==> config.mk <==
export PLATFORM = sky130hd
export DESIGN_NAME = apb_master_fsm_flat
export DESIGN_NICKNAME = d
export VERILOG_FILES = /design/src/rtl/apb_pkg.sv /design/src/rtl/apb_master_fsm_if.sv /design/src/rtl/apb_wdog.sv /design/src/rtl/apb_master_fsm.sv /design/src/flat_wrapper.sv
export SDC_FILE = /design/constraint.sdc
export NUM_CORES = 1
export LEC_CHECK = 0
export BUFFER_PORTS_ARGS = -buffer_cell sky130_fd_sc_hd__buf_2
export CORE_UTILIZATION = 48
export CTS_BUF_LIST = sky130_fd_sc_hd__clkbuf_8
export DETAILED_ROUTE_END_ITERATION = 6
export PLACE_DENSITY = 0.81
export RECOVER_POWER = 50
export SLEW_MARGIN = 20
export SYNTH_ARGS = -nofsm -noshare
export SYNTH_HDL_FRONTEND = slang
export SYNTH_SLANG_ARGS = --single-unit
==> constraint.sdc <==
create_clock -name PCLK -period 1.8 [get_ports PCLK]
set_clock_uncertainty 0.05 [all_clocks]
set_input_delay 0.18 -clock PCLK [delete_from_list [all_inputs] [get_ports PCLK]]
set_output_delay 0.18 -clock PCLK [all_outputs]
set_load 0.005 [all_outputs]
==> src/rtl/apb_pkg.sv <==
// Shared APB definitions: requester state encoding and the FIFO slave address map.
package apb_pkg;

    typedef enum logic [1:0] {
        IDLE   = 2'd0,
        SETUP  = 2'd1,
        ACCESS = 2'd2,
        RESP   = 2'd3
    } apb_mst_state_t;

    // Address map of the APB-to-FIFO slave (ADDR_W=1).
    localparam int APB_ADDR_WR = 0;
    localparam int APB_ADDR_RD = 1;

endpackage

==> src/rtl/apb_master_fsm_if.sv <==
// Bundles the command stream, response stream and APB bus of the APB requester.
interface apb_master_fsm_if #(
    parameter int ADDR_W = 1,
    parameter int DATA_W = 8
);
    logic              cmd_valid;
    logic              cmd_ready;
    logic              cmd_write;
    logic [ADDR_W-1:0] cmd_addr;
    logic [DATA_W-1:0] cmd_wdata;

    logic              rsp_valid;
    logic              rsp_ready;
    logic [DATA_W-1:0] rsp_rdata;
    logic              rsp_err;

    logic              PSELx;
    logic              PENABLE;
    logic [ADDR_W-1:0] PADDR;
    logic              PWRITE;
    logic [DATA_W-1:0] PWDATA;
    logic [DATA_W-1:0] PRDATA;
    logic              PREADY;
    logic              PSLVERR;

    modport master (
        input  cmd_valid, cmd_write, cmd_addr, cmd_wdata,
        output cmd_ready,
        output rsp_valid, rsp_rdata, rsp_err,
        input  rsp_ready,
        output PSELx, PENABLE, PADDR, PWRITE, PWDATA,
        input  PRDATA, PREADY, PSLVERR
    );

    modport slave (
        output cmd_valid, cmd_write, cmd_addr, cmd_wdata,
        input  cmd_ready,
        input  rsp_valid, rsp_rdata, rsp_err,
        output rsp_ready,
        input  PSELx, PENABLE, PADDR, PWRITE, PWDATA,
        output PRDATA, PREADY, PSLVERR
    );

endinterface

==> src/rtl/apb_wdog.sv <==
// ACCESS-phase wait counter for the APB requester; o_expired flags the LIMIT-th wait cycle.
module apb_wdog #(
    parameter int LIMIT = 16
) (
    input  logic PCLK,
    input  logic PRESETn,
    input  logic i_clear,
    input  logic i_en,
    output logic o_expired
);

    logic [7:0] r_cnt;

    always_ff @(posedge PCLK or negedge PRESETn) begin
        if (!PRESETn) begin
            r_cnt <= 8'd0;
        end else if (i_clear) begin
            r_cnt <= 8'd0;
        end else if (i_en) begin
            r_cnt <= r_cnt + 8'd1;
        end
    end

    // r_cnt holds the waits already seen, so this cycle is wait number r_cnt+1.
    assign o_expired = i_en && (r_cnt == 8'(LIMIT - 1));

endmodule

==> src/rtl/apb_master_fsm.sv <==
// Single-outstanding APB requester: cmd stream -> one APB transfer -> rsp stream.
// Define APB_TIMEOUT_EN to abort transfers stalled for TIMEOUT_CYCLES wait states.
module apb_master_fsm
    import apb_pkg::*;
#(
    parameter int ADDR_W         = 1,
    parameter int DATA_W         = 8,
    parameter int TIMEOUT_CYCLES = 16
) (
    input logic              PCLK,
    input logic              PRESETn,
    apb_master_fsm_if.master bus
);

    // state  | meaning
    // IDLE   | cmd_ready high, waiting for a command
    // SETUP  | PSELx=1, PENABLE=0 for exactly one cycle
    // ACCESS | PSELx=1, PENABLE=1 until PREADY (or timeout)
    // RESP   | rsp_valid held until rsp_ready

    apb_mst_state_t    r_state;
    logic              r_psel;
    logic              r_penable;
    logic [ADDR_W-1:0] r_paddr;
    logic              r_pwrite;
    logic [DATA_W-1:0] r_pwdata;
    logic              r_rsp_valid;
    logic [DATA_W-1:0] r_rsp_rdata;
    logic              r_rsp_err;

`ifdef APB_TIMEOUT_EN
    logic w_wd_clear;
    logic w_wd_en;
    logic w_wd_expired;

    assign w_wd_clear = (r_state == SETUP);
    assign w_wd_en    = (r_state == ACCESS) && !bus.PREADY;

    apb_wdog #(
        .LIMIT (TIMEOUT_CYCLES)
    ) u_wdog (
        .PCLK      (PCLK),
        .PRESETn   (PRESETn),
        .i_clear   (w_wd_clear),
        .i_en      (w_wd_en),
        .o_expired (w_wd_expired)
    );
`endif

    always_ff @(posedge PCLK or negedge PRESETn) begin
        if (!PRESETn) begin
            r_state     <= IDLE;
            r_psel      <= 1'b0;
            r_penable   <= 1'b0;
            r_paddr     <= '0;
            r_pwrite    <= 1'b0;
            r_pwdata    <= '0;
            r_rsp_valid <= 1'b0;
            r_rsp_rdata <= '0;
            r_rsp_err   <= 1'b0;
        end else begin
            case (r_state)
                IDLE: begin
                    if (bus.cmd_valid) begin
                        r_paddr  <= bus.cmd_addr;
                        r_pwrite <= bus.cmd_write;
                        r_pwdata <= bus.cmd_write ? bus.cmd_wdata : '0;
                        r_psel   <= 1'b1;
                        r_state  <= SETUP;
                    end
                end
                SETUP: begin
                    r_penable <= 1'b1;
                    r_state   <= ACCESS;
                end
                ACCESS: begin
                    // PREADY wins over a timeout landing on the same cycle.
                    if (bus.PREADY) begin
                        r_rsp_rdata <= r_pwrite ? '0 : bus.PRDATA;
                        r_rsp_err   <= bus.PSLVERR;
                        r_psel      <= 1'b0;
                        r_penable   <= 1'b0;
                        r_rsp_valid <= 1'b1;
                        r_state     <= RESP;
                    end
`ifdef APB_TIMEOUT_EN
                    else if (w_wd_expired) begin
                        r_rsp_rdata <= '0;
                        r_rsp_err   <= 1'b1;
                        r_psel      <= 1'b0;
                        r_penable   <= 1'b0;
                        r_rsp_valid <= 1'b1;
                        r_state     <= RESP;
                    end
`endif
                end
                RESP: begin
                    if (bus.rsp_ready) begin
                        r_rsp_valid <= 1'b0;
                        r_state     <= IDLE;
                    end
                end
                default: begin
                    r_state     <= IDLE;
                    r_psel      <= 1'b0;
                    r_penable   <= 1'b0;
                    r_paddr     <= '0;
                    r_pwrite    <= 1'b0;
                    r_pwdata    <= '0;
                    r_rsp_valid <= 1'b0;
                    r_rsp_rdata <= '0;
                    r_rsp_err   <= 1'b0;
                end
            endcase
        end
    end

    assign bus.cmd_ready = (r_state == IDLE);
    assign bus.PSELx     = r_psel;
    assign bus.PENABLE   = r_penable;
    assign bus.PADDR     = r_paddr;
    assign bus.PWRITE    = r_pwrite;
    assign bus.PWDATA    = r_pwdata;
    assign bus.rsp_valid = r_rsp_valid;
    assign bus.rsp_rdata = r_rsp_rdata;
    assign bus.rsp_err   = r_rsp_err;

endmodule

==> src/flat_wrapper.sv <==
// flat-port wrapper written by rule: the top's interface ports become plain ports
module apb_master_fsm_flat import apb_pkg::*;
#(
    parameter int ADDR_W         = 1,
    parameter int DATA_W         = 8,
    parameter int TIMEOUT_CYCLES = 16
)
  (PCLK, PRESETn, bus_cmd_valid, bus_cmd_write, bus_cmd_addr, bus_cmd_wdata, bus_cmd_ready, bus_rsp_valid, bus_rsp_rdata, bus_rsp_err, bus_rsp_ready, bus_PSELx, bus_PENABLE, bus_PADDR, bus_PWRITE, bus_PWDATA, bus_PRDATA, bus_PREADY, bus_PSLVERR);
  apb_master_fsm_if #(.ADDR_W(ADDR_W), .DATA_W(DATA_W)) bus_i ();
  input logic PCLK;
  input logic PRESETn;
  input wire logic [$bits(bus_i.cmd_valid)-1:0] bus_cmd_valid;
  input wire logic [$bits(bus_i.cmd_write)-1:0] bus_cmd_write;
  input wire logic [$bits(bus_i.cmd_addr)-1:0] bus_cmd_addr;
  input wire logic [$bits(bus_i.cmd_wdata)-1:0] bus_cmd_wdata;
  output wire logic [$bits(bus_i.cmd_ready)-1:0] bus_cmd_ready;
  output wire logic [$bits(bus_i.rsp_valid)-1:0] bus_rsp_valid;
  output wire logic [$bits(bus_i.rsp_rdata)-1:0] bus_rsp_rdata;
  output wire logic [$bits(bus_i.rsp_err)-1:0] bus_rsp_err;
  input wire logic [$bits(bus_i.rsp_ready)-1:0] bus_rsp_ready;
  output wire logic [$bits(bus_i.PSELx)-1:0] bus_PSELx;
  output wire logic [$bits(bus_i.PENABLE)-1:0] bus_PENABLE;
  output wire logic [$bits(bus_i.PADDR)-1:0] bus_PADDR;
  output wire logic [$bits(bus_i.PWRITE)-1:0] bus_PWRITE;
  output wire logic [$bits(bus_i.PWDATA)-1:0] bus_PWDATA;
  input wire logic [$bits(bus_i.PRDATA)-1:0] bus_PRDATA;
  input wire logic [$bits(bus_i.PREADY)-1:0] bus_PREADY;
  input wire logic [$bits(bus_i.PSLVERR)-1:0] bus_PSLVERR;
  assign bus_i.cmd_valid = bus_cmd_valid;
  assign bus_i.cmd_write = bus_cmd_write;
  assign bus_i.cmd_addr = bus_cmd_addr;
  assign bus_i.cmd_wdata = bus_cmd_wdata;
  assign bus_cmd_ready = bus_i.cmd_ready;
  assign bus_rsp_valid = bus_i.rsp_valid;
  assign bus_rsp_rdata = bus_i.rsp_rdata;
  assign bus_rsp_err = bus_i.rsp_err;
  assign bus_i.rsp_ready = bus_rsp_ready;
  assign bus_PSELx = bus_i.PSELx;
  assign bus_PENABLE = bus_i.PENABLE;
  assign bus_PADDR = bus_i.PADDR;
  assign bus_PWRITE = bus_i.PWRITE;
  assign bus_PWDATA = bus_i.PWDATA;
  assign bus_i.PRDATA = bus_PRDATA;
  assign bus_i.PREADY = bus_PREADY;
  assign bus_i.PSLVERR = bus_PSLVERR;
  apb_master_fsm #(.ADDR_W(ADDR_W), .DATA_W(DATA_W), .TIMEOUT_CYCLES(TIMEOUT_CYCLES)) u_core (.PCLK(PCLK), .PRESETn(PRESETn), .bus(bus_i));
endmodule
==> key figures <==
Setup path
  • Crit path max-delay family: flip-flops
  • Crit-path most repeated cell: inv_1
  • Critical path origin: u_core.r_state[1]
  • R2R Setup Slk: 0.19 ns
  • Crit-path max cell delay: 0.44 ns
  • Crit-path cells: inv_1 -> ha_1 -> inv_1 -> o221a_2 -> mux2_4
  • Startpoint Class: flop
  • Register-to-Register Path Depth: 5
  • CP bufs+invs: 2
  • CP endpoint kind: flop
  • Worst-path maximum fanout: 5
  • Critical R2R Launch: u_core.r_state[1]
  • Worst path required time: 1.90 ns
  • WS Path Type: reg2reg
  • Crit path depth: 5
  • Slowest CP cell: dfrtp_1
  • WP data arrival: 1.72 ns

Place
  • Post-place setup slack: 0.203 ns
  • Buffers on Ports: 46
  • Post-DP HPWL: 1610 µm
  • Routability cong.: 0.746

STA
  • Setup-failing EPs final: 0
  • Final Hold Viols: 0
  • Final period util: 89.6%
  • Setup ws final: 0.187 ns
  • Slew Viols, Final: 0
  • Minimum clock period: 1.61 ns
  • RSZ-0062 raised after global routing: false
  • Max Clk Rate: 620 MHz
  • Worst-Margin Slew: 0.595 ns
  • Setup TNS: 0 ns
  • Relative slew slack: 60.4%

Finish
  • Fill cells: 169
  • N_diodes: 0
  • Register area: 601 µm²
  • Area of the multi-input gates: 452 µm²
  • Share of cells above drive strength 1: 34.2%
  • Area delta synth->final: 29.7%
  • Leading cell type in the layout, fill and taps excluded: buf_2
  • Final core utilization: 69.3%
  • Most frequent cells in the layout: buf_2, nand2_1, dfrtp_1, o21ai_0, nand2b_1
  • Final nets: 189

Pwr
  • Reg power frac: 42.6%
  • NetSw: 0.750 mW
  • Combinational Power Share: 40.9%
  • Peak VDD IR: 952 µV
  • Clk pwr share: 16.5%
  • Leakage Power: 0.743 nW
  • PD cells: 1540 nW/µm²
  • P_int: 1.43 mW
  • Sw Share: 34.4%

Logic synthesis
  • Yosys top cell by area: dfrtp_1
  • Synth area leaders: dfrtp_1, nand2_1, o21ai_0
  • Mapped cell area: 1090 µm²
  • Yosys cell types: 21
  • Net Count, Synth: 138
  • Avg Cell Area, Syn: 10.1 µm²
  • Synth Instances: 108
  • Area share of the largest cell type after synthesis: 55.0%
  • Seq/Total Area, Yosys: 55.0%
  • #FFs+latches synth: 24
  • Synth Warn #: 0

GRT
  • Overflow after GRT: 0
  • Initial antenna violation count: 0
  • GRT Util Overall: 19.5%
  • First-pass GRT wire length: 3740 µm
  • Largest net degree at the start of global routing: 25
  • Vias in the first global route: 892

Floorplan
  • Horiz. Die Dim: 49.7 µm
  • Starting density of the core: 53.4%
  • Die Y: 49.7 µm
  • Row Count: 16
  • I/O pin total: 47
  • Die footprint: 2470 µm²
  • Area of the core: 2040 µm²

Run
  • Max-cap viol count: 0

Drt
  • ANT nets after route: 0
  • Post-DR wirelength/cell: 11.8 µm
  • Final WL: 2190 µm
  • Routed via count: 910
  • DR iter-0 viols: 16
  • Remaining DRCs: 0
  • DRT Pass-1 Iters: 4
  • Via density: 4.92

Hold path
  • Hold Path Class: in2reg
  • Hold depth: 2
  • Hold_sp: bus_PSLVERR

Clocking
  • Htree depth: 1
  • Clock Sinks: 24
  • Clock-pin slew on the worst setup and hold paths: 0.08 ns
  • Num CTS Buffers: 3
  • Clk buf depth: 2
  • CTS tree: done
  • Root Buffer: clkbuf_8
  • Clock Latency Late Sink: 0.26 ns
  • Post-cts sizing count: 0

Outcome
  • Outcome: finished clean
-- timing repair --
action / in CTS / in global routing
hold endpoints to repair: 24 / 0
setup buffers: 0 / 0
hold buffers: 1 / 0
-- logic make-up (layout without fill, tap and decap cells) --
logic type      count (synthesis)  in the layout  share of synthesized area [%]
simple gates                   40             40                           16.3
compound gates                 24             24                           12.8
flops                          24             24                           55.0
buf+inv                         9             59                           3.55
fa+ha+maj                       6              6                           6.88
mux                             5              5                           5.39
-- layer usage --
metal,wire length [µm],track usage [%],up-vias,part of all wire [%]
met2,1050,33.1,26,48
met4,9,5.71,0,0.41
met1,1030,25.6,425,47
met3,98,3.09,2,4.5
li1,-,-,457,-
met5,0,0,-,0
-- flip-flops by register name, indices dropped and copies added, names as in the netlist --
| register | cells |
|---|---|
| u_core.r_state | 2 |
| u_core.bus.PWDATA | 8 |
| u_core.bus.PADDR | 1 |
| u_core.bus.rsp_rdata | 8 |
| u_core.bus.PWRITE | 1 |
| u_core.bus.PSELx | 1 |
| u_core.bus.PENABLE | 1 |
| u_core.bus.rsp_valid | 1 |
| u_core.bus.rsp_err | 1 |
-- cell usage after synthesis --
library cell,count
dfrtp_1,24
ha_1,6
o21ai_0,17
buf_1,1
o2bb2ai_1,1
inv_1,6
a21oi_1,1
a21o_1,1
nand4_1,1
o221a_2,1
nor2_1,3
o211a_1,1
nand2b_1,10
a31oi_1,1
buf_4,1
nand2_1,26
buf_2,1
o22ai_1,1
mux2_2,3
mux2i_1,1
mux2_4,1
-- power groups by stage --
stage / Clock (mW) / Combinational (mW) / Sequential [mW]
6_report: 0.361 / 0.892 / 0.928
5_1_grt: 0.387 / 1.00 / 0.963
3_5_place_dp: 0 / 0.897 / 0.940
3_3_place_gp: 0 / 0.865 / 0.925
2_1_floorplan: 0 / 0.517 / 0.948
4_1_cts: 0.369 / 0.909 / 0.928
-- worst paths after layout --
kind | endpoint
max in group asynchronous | u_core.bus.PWDATA[1]
hold reg to reg | u_core.bus.PWDATA[6]
setup / recovery | u_core.r_state[1]
setup reg to reg | u_core.r_state[1]
hold / removal | u_core.bus.rsp_err
min in group asynchronous | u_core.bus.rsp_rdata[7]
-- metrics by stage --
| stage | hold WS, ns | std cells | total power [mW] | cell area, µm² |
|---|---|---|---|---|
| 2_1_floorplan | -0.166 | 108 | 1.47 | 1090 |
| 3_3_place_gp | 0.135 | 180 | 1.79 | 1350 |
| 3_5_place_dp | 0.136 | 180 | 1.84 | 1350 |
| 4_1_cts | 0.0913 | 185 | 2.21 | 1420 |
| 5_1_grt | 0.102 | 185 | 2.35 | 1420 |
| 6_report | 0.0972 | 185 | 2.18 | 1420 |
-- cell type report --
class	instances	share of cell area (%)
Sequential cell	24	42.4
Multi-Input combinational cell	75	31.9
Timing Repair Buffer	49	17.8
Clock buffer	4	3.89
Tap cell	27	2.39
Inverter	6	1.59
Power figures use the tool's default switching activity.
